File: src/rtl/addacc_pkg.sv
// Shared definitions for the addacc_pipe block.
//   mode_e  : operating mode carried with each operand pair
//   sat_add : unsigned add of two values truncated to w bits, returning
//             {carry, value} where value clamps to all-ones on overflow
package addacc_pkg;

  typedef enum logic [1:0] {
    ADD_WRAP = 2'd0,
    ADD_SAT  = 2'd1,
    ACC_WRAP = 2'd2,
    ACC_SAT  = 2'd3
  } mode_e;

  // Widest operand the helper supports; callers zero-extend into it.
  localparam int unsigned MAX_W = 64;

  function automatic logic [MAX_W:0] sat_add(input logic [MAX_W-1:0] x,
                                             input logic [MAX_W-1:0] y,
                                             input int unsigned      w);
    logic [MAX_W:0] s;
    logic [MAX_W:0] mask;
    logic           c;
    s    = {1'b0, x} + {1'b0, y};
    mask = ({{MAX_W{1'b0}}, 1'b1} << w) - 1'b1;
    // Anything above bit w-1 means the w-bit sum overflowed.
    c    = |(s & ~mask);
    return {c, c ? mask[MAX_W-1:0] : (s[MAX_W-1:0] & mask[MAX_W-1:0])};
  endfunction

endpackage

File: src/rtl/addacc_core.sv
// Combinational datapath of addacc_pipe: given the operands, the current
// accumulator and the mode, produce the next accumulator, the result and
// its carry. Holds no state.
//   a_i, b_i   : unsigned operands
//   acc_i      : accumulator value to build on (already zeroed on clear)
//   mode_i     : operating mode
//   acc_o      : next accumulator (equals acc_i in ADD modes)
//   sum_o      : result value
//   carry_o    : unsigned overflow of this result's addition
module addacc_core
  import addacc_pkg::*;
#(
  parameter int unsigned WIDTH = 8
) (
  input  logic [WIDTH-1:0] a_i,
  input  logic [WIDTH-1:0] b_i,
  input  logic [WIDTH-1:0] acc_i,
  input  mode_e            mode_i,
  output logic [WIDTH-1:0] acc_o,
  output logic [WIDTH-1:0] sum_o,
  output logic             carry_o
);

  logic [MAX_W:0]   add_r;
  logic [WIDTH+1:0] acc_raw;
  logic             acc_ovf;
  logic             unused_add_hi;

  always_comb begin
    add_r   = sat_add(MAX_W'(a_i), MAX_W'(b_i), WIDTH);
    // Three WIDTH-bit terms need two extra bits before overflow is judged.
    acc_raw = {2'b00, acc_i} + {2'b00, a_i} + {2'b00, b_i};
    acc_ovf = |acc_raw[WIDTH+1:WIDTH];

    acc_o   = acc_i;
    sum_o   = add_r[WIDTH-1:0];
    carry_o = add_r[MAX_W];
    unique case (mode_i)
      ADD_WRAP: begin
        // Saturated value differs from the wrapped one only on overflow.
        sum_o = a_i + b_i;
      end
      ADD_SAT: begin
        sum_o = add_r[WIDTH-1:0];
      end
      ACC_WRAP: begin
        acc_o   = acc_raw[WIDTH-1:0];
        sum_o   = acc_raw[WIDTH-1:0];
        carry_o = acc_ovf;
      end
      ACC_SAT: begin
        acc_o   = acc_ovf ? {WIDTH{1'b1}} : acc_raw[WIDTH-1:0];
        sum_o   = acc_ovf ? {WIDTH{1'b1}} : acc_raw[WIDTH-1:0];
        carry_o = acc_ovf;
      end
      default: ;
    endcase
  end

  // Upper helper bits are zero by construction once carry is extracted.
  assign unused_add_hi = ^add_r[MAX_W-1:WIDTH];

endmodule

File: src/rtl/addacc_pipe.sv
// Registered add/accumulate unit with a valid/ready handshake on both sides.
// One result per accepted operand pair, one cycle of latency, full throughput
// while downstream is ready. No skid buffer: in_ready follows out_ready.
//   clk, rst            : clock, synchronous active-high reset
//   in_valid / in_ready : operand pair handshake (a, b, mode, sampled together)
//   clear               : zero accumulator, count and sticky overflow
//   out_valid/out_ready : result handshake for sum and carry
//   ovf_sticky          : OR of carry over results since reset/clear
//   count               : saturating count of accumulate-mode pairs
module addacc_pipe
  import addacc_pkg::*;
#(
  parameter int unsigned WIDTH = 8,
  parameter int unsigned CNT_W = 4
) (
  input  logic             clk,
  input  logic             rst,
  input  logic             in_valid,
  output logic             in_ready,
  input  logic [WIDTH-1:0] a,
  input  logic [WIDTH-1:0] b,
  input  logic [1:0]       mode,
  input  logic             clear,
  output logic             out_valid,
  input  logic             out_ready,
  output logic [WIDTH-1:0] sum,
  output logic             carry,
  output logic             ovf_sticky,
  output logic [CNT_W-1:0] count
);

  logic             out_valid_q;
  logic [WIDTH-1:0] sum_q, acc_q, acc_d, acc_base, sum_d;
  logic             carry_q, carry_d, sticky_q, sticky_d;
  logic [CNT_W-1:0] cnt_q, cnt_d, cnt_base;
  logic             accept, is_acc;
  mode_e            mode_m;

  assign in_ready = !out_valid_q || out_ready;
  assign accept   = in_valid && in_ready;
  assign mode_m   = mode_e'(mode);
  assign is_acc   = (mode_m == ACC_WRAP) || (mode_m == ACC_SAT);

  // Clear acts before a same-cycle accept, so the datapath sees zeroed state.
  assign acc_base = clear ? '0 : acc_q;
  assign cnt_base = clear ? '0 : cnt_q;

  addacc_core #(.WIDTH(WIDTH)) u_core (
    .a_i    (a),
    .b_i    (b),
    .acc_i  (acc_base),
    .mode_i (mode_m),
    .acc_o  (acc_d),
    .sum_o  (sum_d),
    .carry_o(carry_d)
  );

  always_comb begin
    sticky_d = clear ? 1'b0 : sticky_q;
    cnt_d    = cnt_base;
    if (accept) begin
      sticky_d = sticky_d | carry_d;
      if (is_acc && (cnt_base != {CNT_W{1'b1}})) cnt_d = cnt_base + 1'b1;
    end
  end

  always_ff @(posedge clk) begin
    if (rst) begin
      out_valid_q <= 1'b0;
      sum_q       <= '0;
      carry_q     <= 1'b0;
      sticky_q    <= 1'b0;
      cnt_q       <= '0;
      acc_q       <= '0;
    end else begin
      sticky_q <= sticky_d;
      cnt_q    <= cnt_d;
      acc_q    <= accept ? acc_d : acc_base;
      if (accept) begin
        out_valid_q <= 1'b1;
        sum_q       <= sum_d;
        carry_q     <= carry_d;
      end else if (out_ready) begin
        out_valid_q <= 1'b0;
      end
    end
  end

  assign out_valid  = out_valid_q;
  assign sum        = sum_q;
  assign carry      = carry_q;
  assign ovf_sticky = sticky_q;
  assign count      = cnt_q;

endmodule

File: config.mk
export PLATFORM = sky130hd
export DESIGN_NAME = addacc_pipe
export DESIGN_NICKNAME = d
export VERILOG_FILES = /design/src/rtl/addacc_pkg.sv /design/src/rtl/addacc_core.sv /design/src/rtl/addacc_pipe.sv
export SDC_FILE = /design/constraint.sdc
export NUM_CORES = 1
export LEC_CHECK = 0
export BUFFER_PORTS_ARGS = -buffer_cell sky130_fd_sc_hd__buf_2
export CELL_PAD_IN_SITES_DETAIL_PLACEMENT = 1
export CELL_PAD_IN_SITES_GLOBAL_PLACEMENT = 2
export CORE_MARGIN = 2
export CORE_UTILIZATION = 30
export CTS_BUF_LIST = sky130_fd_sc_hd__clkbuf_4
export DETAILED_ROUTE_END_ITERATION = 7
export GPL_TIMING_DRIVEN = 0
export MAX_ROUTING_LAYER = met4
export PLACE_DENSITY = 0.72
export SETUP_SLACK_MARGIN = 0.15
export SYNTH_ARGS = -nofsm -noshare
export SYNTH_HDL_FRONTEND = slang
export SYNTH_SLANG_ARGS = --single-unit
File: constraint.sdc
create_clock -name clk -period 13.1 [get_ports clk]
set_input_delay 2.62 -clock clk [delete_from_list [all_inputs] [get_ports clk]]
set_output_delay 2.62 -clock clk [all_outputs]
set_load 0.05 [all_outputs]
## Word level (Yosys, flattened, before mapping)

Cells that the tools add are included.
Widths: inputs -> output; s select.

| word-level totals | value |
|---|---|
| register bits | 23 |
| input port bits | 23 |
| output and inout bits | 16 |
| word-level logic and storage cells | 40 |

| cells by class | value |
|---|---|
| add/sub/neg operators | 5 |
| equality and inequality tests | 4 |
| multiplexer cells | 14 |
| bitwise logic cells | 1 |
| reduce and logical (&&, ||, !) cells | 10 |

Operators by type and width:

| operator | count |
|---|---|
| $reduce_or 57->1 | 1 |
| $mux 8 | 4 |
| $pmux 8 s4 | 1 |
| $add 8x8->9 | 2 |
| $pmux 8 s2 | 1 |
| $mux 4 | 3 |
| $add 10x8->10 | 1 |
| $add 8x8->8 | 1 |
| $mux 1 | 5 |
| $add 4x1->4 const B | 1 |
| $eq 2x2->1 const B | 2 |
| $ne 4x4->1 const B | 1 |
| $reduce_or 2->1 | 2 |
| $eq 2x1->1 const B | 1 |
| $logic_and 1x1->1 | 2 |
| $logic_not 2->1 | 1 |
| $logic_or 1x1->1 | 2 |
| $reduce_bool 2->1 | 1 |
| $logic_not 1->1 | 1 |
| $or 1x1->1 | 1 |

## Longest topological paths before layout

| logic depth | value |
|---|---|
| depth in word-level cells | 7 |
| mapped depth | 18 |
| depth with buffers taken out | 16 |

## Modules after synthesis

Synthesis repeated with hierarchy kept, for this count alone.

| unflattened totals | value |
|---|---|
| cell total of the unflattened synthesis | 242 |
| area, all modules | 2,049.5 µm² |

Modules (own cells, without submodules):

| module | times used | cells each | area an instance (µm²) | seq. area each (µm²) |
|---|---|---|---|---|
| addacc_core | 1 | 123 | 1,043.5 | 0.0 |
| addacc_pipe | 1 | 119 | 1,006.0 | 460.4 |

## Worst setup path after synthesis

No wires, ideal clock.

| timing path | value |
|---|---|
| path kind | input to register |
| start | input clear |
| end | register acc_q[2] |
| setup time | 131 ps |
| arrival time | 5,813 ps |
| required time | 12,969 ps |
| setup slack | 7,155 ps |
| stages | 17 |
| path buffers | 3 |
| cells stage by stage | clkbuf_1 > buf_1 > nor2_1 > ha_1 > a21oi_1 > nor2b_1 > o21a_1 > nor2_1 > xnor2_1 > ha_1 > o211ai_2 > a21oi_2 > o221ai_2 > or4_4 > buf_6 > a32oi_2 > o32ai_1 |

| between the ends | value |
|---|---|
| cells in the longest elaborated chain, start to end | 7 |

Ends and longest elaborated chain:

| item | RTL line | source |
|---|---|---|
| start: declaration | addacc_pipe.sv:23 | `input logic clear,` |
| $mux 8 * | addacc_pipe.sv:45 | `assign acc_base = clear ? '0 : acc_q;` |
| $add 8x8->9 | addacc_core.sv:32 | `acc_raw = {2'b00, acc_i} + {2'b00, a_i} + {2'b00, b_i};` |
| $add 10x8->10 | addacc_core.sv:32 |  |
| $reduce_or 2->1 | addacc_core.sv:33 | `acc_ovf = \|acc_raw[WIDTH+1:WIDTH];` |
| $mux 8 | addacc_core.sv:52 | `acc_o = acc_ovf ? {WIDTH{1'b1}} : acc_raw[WIDTH-1:0];` |
| $pmux 8 s2 | addacc_core.sv:38 | `unique case (mode_i)` |
| $mux 8 * | addacc_pipe.sv:78 | `acc_q <= accept ? acc_d : acc_base;` |
| end signal: assignment | addacc_pipe.sv:78 |  |
| end: declaration | addacc_pipe.sv:33 | `logic [WIDTH-1:0] sum_q, acc_q, acc_d, acc_base, sum_d;` |

Every way passes the cells marked *; elsewhere a longest branch is shown, timed or not.
A chain may end at the register's enable or synchronous reset.

## Worst setup path in the final report

| timing path | value |
|---|---|
| start | input clear |
| end | register acc_q[3] |

Same word-level chain as after synthesis.

==> results.yml <==
routing:
  drtAntennaViolNets: 0
  drc: 0
  totalWireLength_um: 6940
  vias: 2211
  viasPerCell: 5.25
  wire_per_inst_um: 16.5
  firstDrtPassIters: 4
  drt_iter0_markers: 65
cts:
  clock-sinks: 23
  path_clk_slew_ps: 130
  tritoncts: "yes"
  clk_path_buf_depth: 2
  ctsHoldBuffers: 0
  post_cts_resize_count: 0
  worstSkewPairLatency_ps: 320
  cts_root_buffer: "clkbuf_4"
  cts_buffers: 3
  post_cts_buffers: 0
  cts_max_level: 1
floorplan:
  die_height_um: 90.2
  start_util_pct: 30.9
  coreArea_um2: 7210
  fp-row-count: 31
  fp.dieArea_um2: 8130
  die_w_um: 90.2
  ios: 39
synthesis:
  synth.yosys.seq_area_share_pct: 20.7
  syn_area_per_cell_um2: 7.93
  synth_commonest_cells: "35 x nor2_1, 25 x ha_1, 23 x dfxtp_1"
  yosysWarnings: 0
  synth-seq-cells: 23
  synth.cell_area_um2: 2230
  ys_types: 52
  synth_cells: 281
  ys_async_sr_fraction_pct: 0
  synth_area_leaders: "dfxtp_1 21%, ha_1 14%, xnor2_1 6.3%"
  synth_fp_nets: 332
  synth-main-ff-cell: "dfxtp_1"
  synth_top_cell_area_share_pct: 20.7
  synth_edf_count: 0
  synth_most_common_cell: "nor2_1"
  synth_largest_area_cell: "dfxtp_1"
sta:
  worst-slew-pin-transition_ps: 649
  min_period_ps: 6470
  setup_viol: 0
  grt_setup_unrepaired: "no"
  hold_violations: 0
  finalClockSkew_ps: 6.11
  timing.final.crit_share_pct: 49.4
  setup_ws_ps: 6630
  fin_setup_tns_ps: 0
  max_freq_mhz: 155
  drv_slew: 0
  slew_headroom_pct: 56.8
layout:
  final_cell_area_um2: 2570
  syn2layout_area_growth_pct: 15.2
  nets: 374
  stdcell_count: 421
  n_antenna_cell: 0
  fill_cells: 939
  drive_gt1_share_pct: 17.4
critical_path:
  crit_end: "acc_q[3]"
  end_kind: "flop"
  rr_endpoint: "acc_q[3]"
  reg2regPathDepth: 15
  cp_data_required_time_ps: 13300
  startpoint: "clear"
  worstSetupStartpointType: "input port"
  worstSetupPathType: "in2reg"
  cp.arrival_ps: 6670
  worstPathMaxFanout: 10
  ff2ff_setup_slack_ps: 9140
  reg2reg_from: "acc_q[0]"
global_route:
  antenna_found_initial: 0
  grt_pass1_wl_um: 11400
  grt_max_degree: 13
  grt_pass1_vias: 2236
  grtUsageTotal_pct: 17.7
  grt_overflow: 0
min_path:
  hold_class: "reg2reg"
  min_from: "ovf_sticky"
placed_design:
  place_ws_ps: 6260
  gp_congestion: 0.815
  dp_hpwl_um: 5720
  placed_cells: 417
  port_buffers: 37
  place_area_um2: 2540
power:
  power_density_nw_per_um2: 93.0
  power.leakage_nw: 1.10
  irDropWorstVdd_uv: 21.2
run_status:
  outcome: "finished, final reports clean"
job:
  drv_cap: 0
## cells in the final DEF (no fill, tap or decap), types with 2 or more instances in the layout
cell	count
dfxtp_1	23
nand2b_1	11
nand2_1	17
or2_2	2
o32ai_1	6
nor4_1	2
inv_1	15
buf_2	37
o21a_1	3
o22ai_1	2
xor2_1	2
nor2b_1	8
o21ai_0	18
clkbuf_1	6
a211oi_1	6
nor2_1	35
a211o_1	2
buf_1	3
a22oi_1	2
a21o_1	8
clkbuf_4	4
a31oi_1	8
nand3_1	5
xnor2_1	16
nor3_1	4
a22oi_2	4
a21oi_1	15
nand3b_1	3
o21bai_1	2
o31ai_1	2
fa_1	3
o211ai_1	2
ha_1	25
## routing by layer
layer	share of wire [%]	up-vias	GRT usage [%]
met1	52	1069	24.7
met4	1.0	0	3.85
met2	46	28	28.6
met3	1.5	5	0.754
li1	-	1109	-
met5	0	-	-
## where the power goes
| group | switching [W] | internal [W] | total [W] |
|---|---|---|---|
| Sequential | 0.00000311 | 0.0000762 | 0.0000793 |
| Clock | 0.0000220 | 0.0000140 | 0.0000360 |
| Combinational | 0.0000771 | 0.0000463 | 0.000123 |
| Total | 0.000102 | 0.000136 | 0.000239 |
## critical path: stages
cell      delay, ps
clkbuf_1        410
buf_1           450
nor2_1          170
ha_1            350
a21oi_1         240
nor2b_1          90
o21a_1          190
nor2_1          110
xnor2_1          80
ha_1            410
o211ai_2        120
a21oi_2         180
o221ai_2        170
or4_4           500
buf_6           160
a21oi_1         240
o32ai_1         140
## logic make-up after synthesis
family,share of synthesized area (%)
simple gates,20.7
compound gates,29.9
fa+ha+maj,16.7
buf+inv,4.55
flops,20.7
xor+xnor,7.07
mux,0.449
## flip-flops by register name, indices dropped and copies added, names as in the netlist
signal,count
ovf_sticky,1
acc_q,8
out_valid,1
count,4
sum,8
carry,1
## metrics by stage
stage               hold WS, ps  total power, W  util (%)
floorplan                   460        0.000172         -
global placement            443        0.000203      35.2
detailed placement          451        0.000204      35.2
CTS                         482        0.000240      35.6
global route                518        0.000256      35.6
finish                      476        0.000239      35.6
## worst min-delay path by stage
stage | to | slack, ps | cells after the start
after global routing | acc_q[2] | 520 | 2
final | ovf_sticky | 480 | 2
after CTS | ovf_sticky | 480 | 2
after detailed placement | ovf_sticky | 450 | 2
after floorplan | acc_q[2] | 460 | 2
after global placement | ovf_sticky | 440 | 2
## final cells by class
| cell class | count | area, um^2 | area share [%] |
|---|---|---|---|
| multi-input combinational | 233 | 1670 | 64.9 |
| buffer | 10 | 45.0 | 1.75 |
| inverter | 15 | 56.3 | 2.19 |
| tap | 99 | 124 | 4.82 |
| sequential | 23 | 460 | 17.9 |
| clock buffer | 4 | 30.0 | 1.17 |
| timing repair buffer | 37 | 185 | 7.21 |
Note: power is estimated with default switching activity, not from simulation.
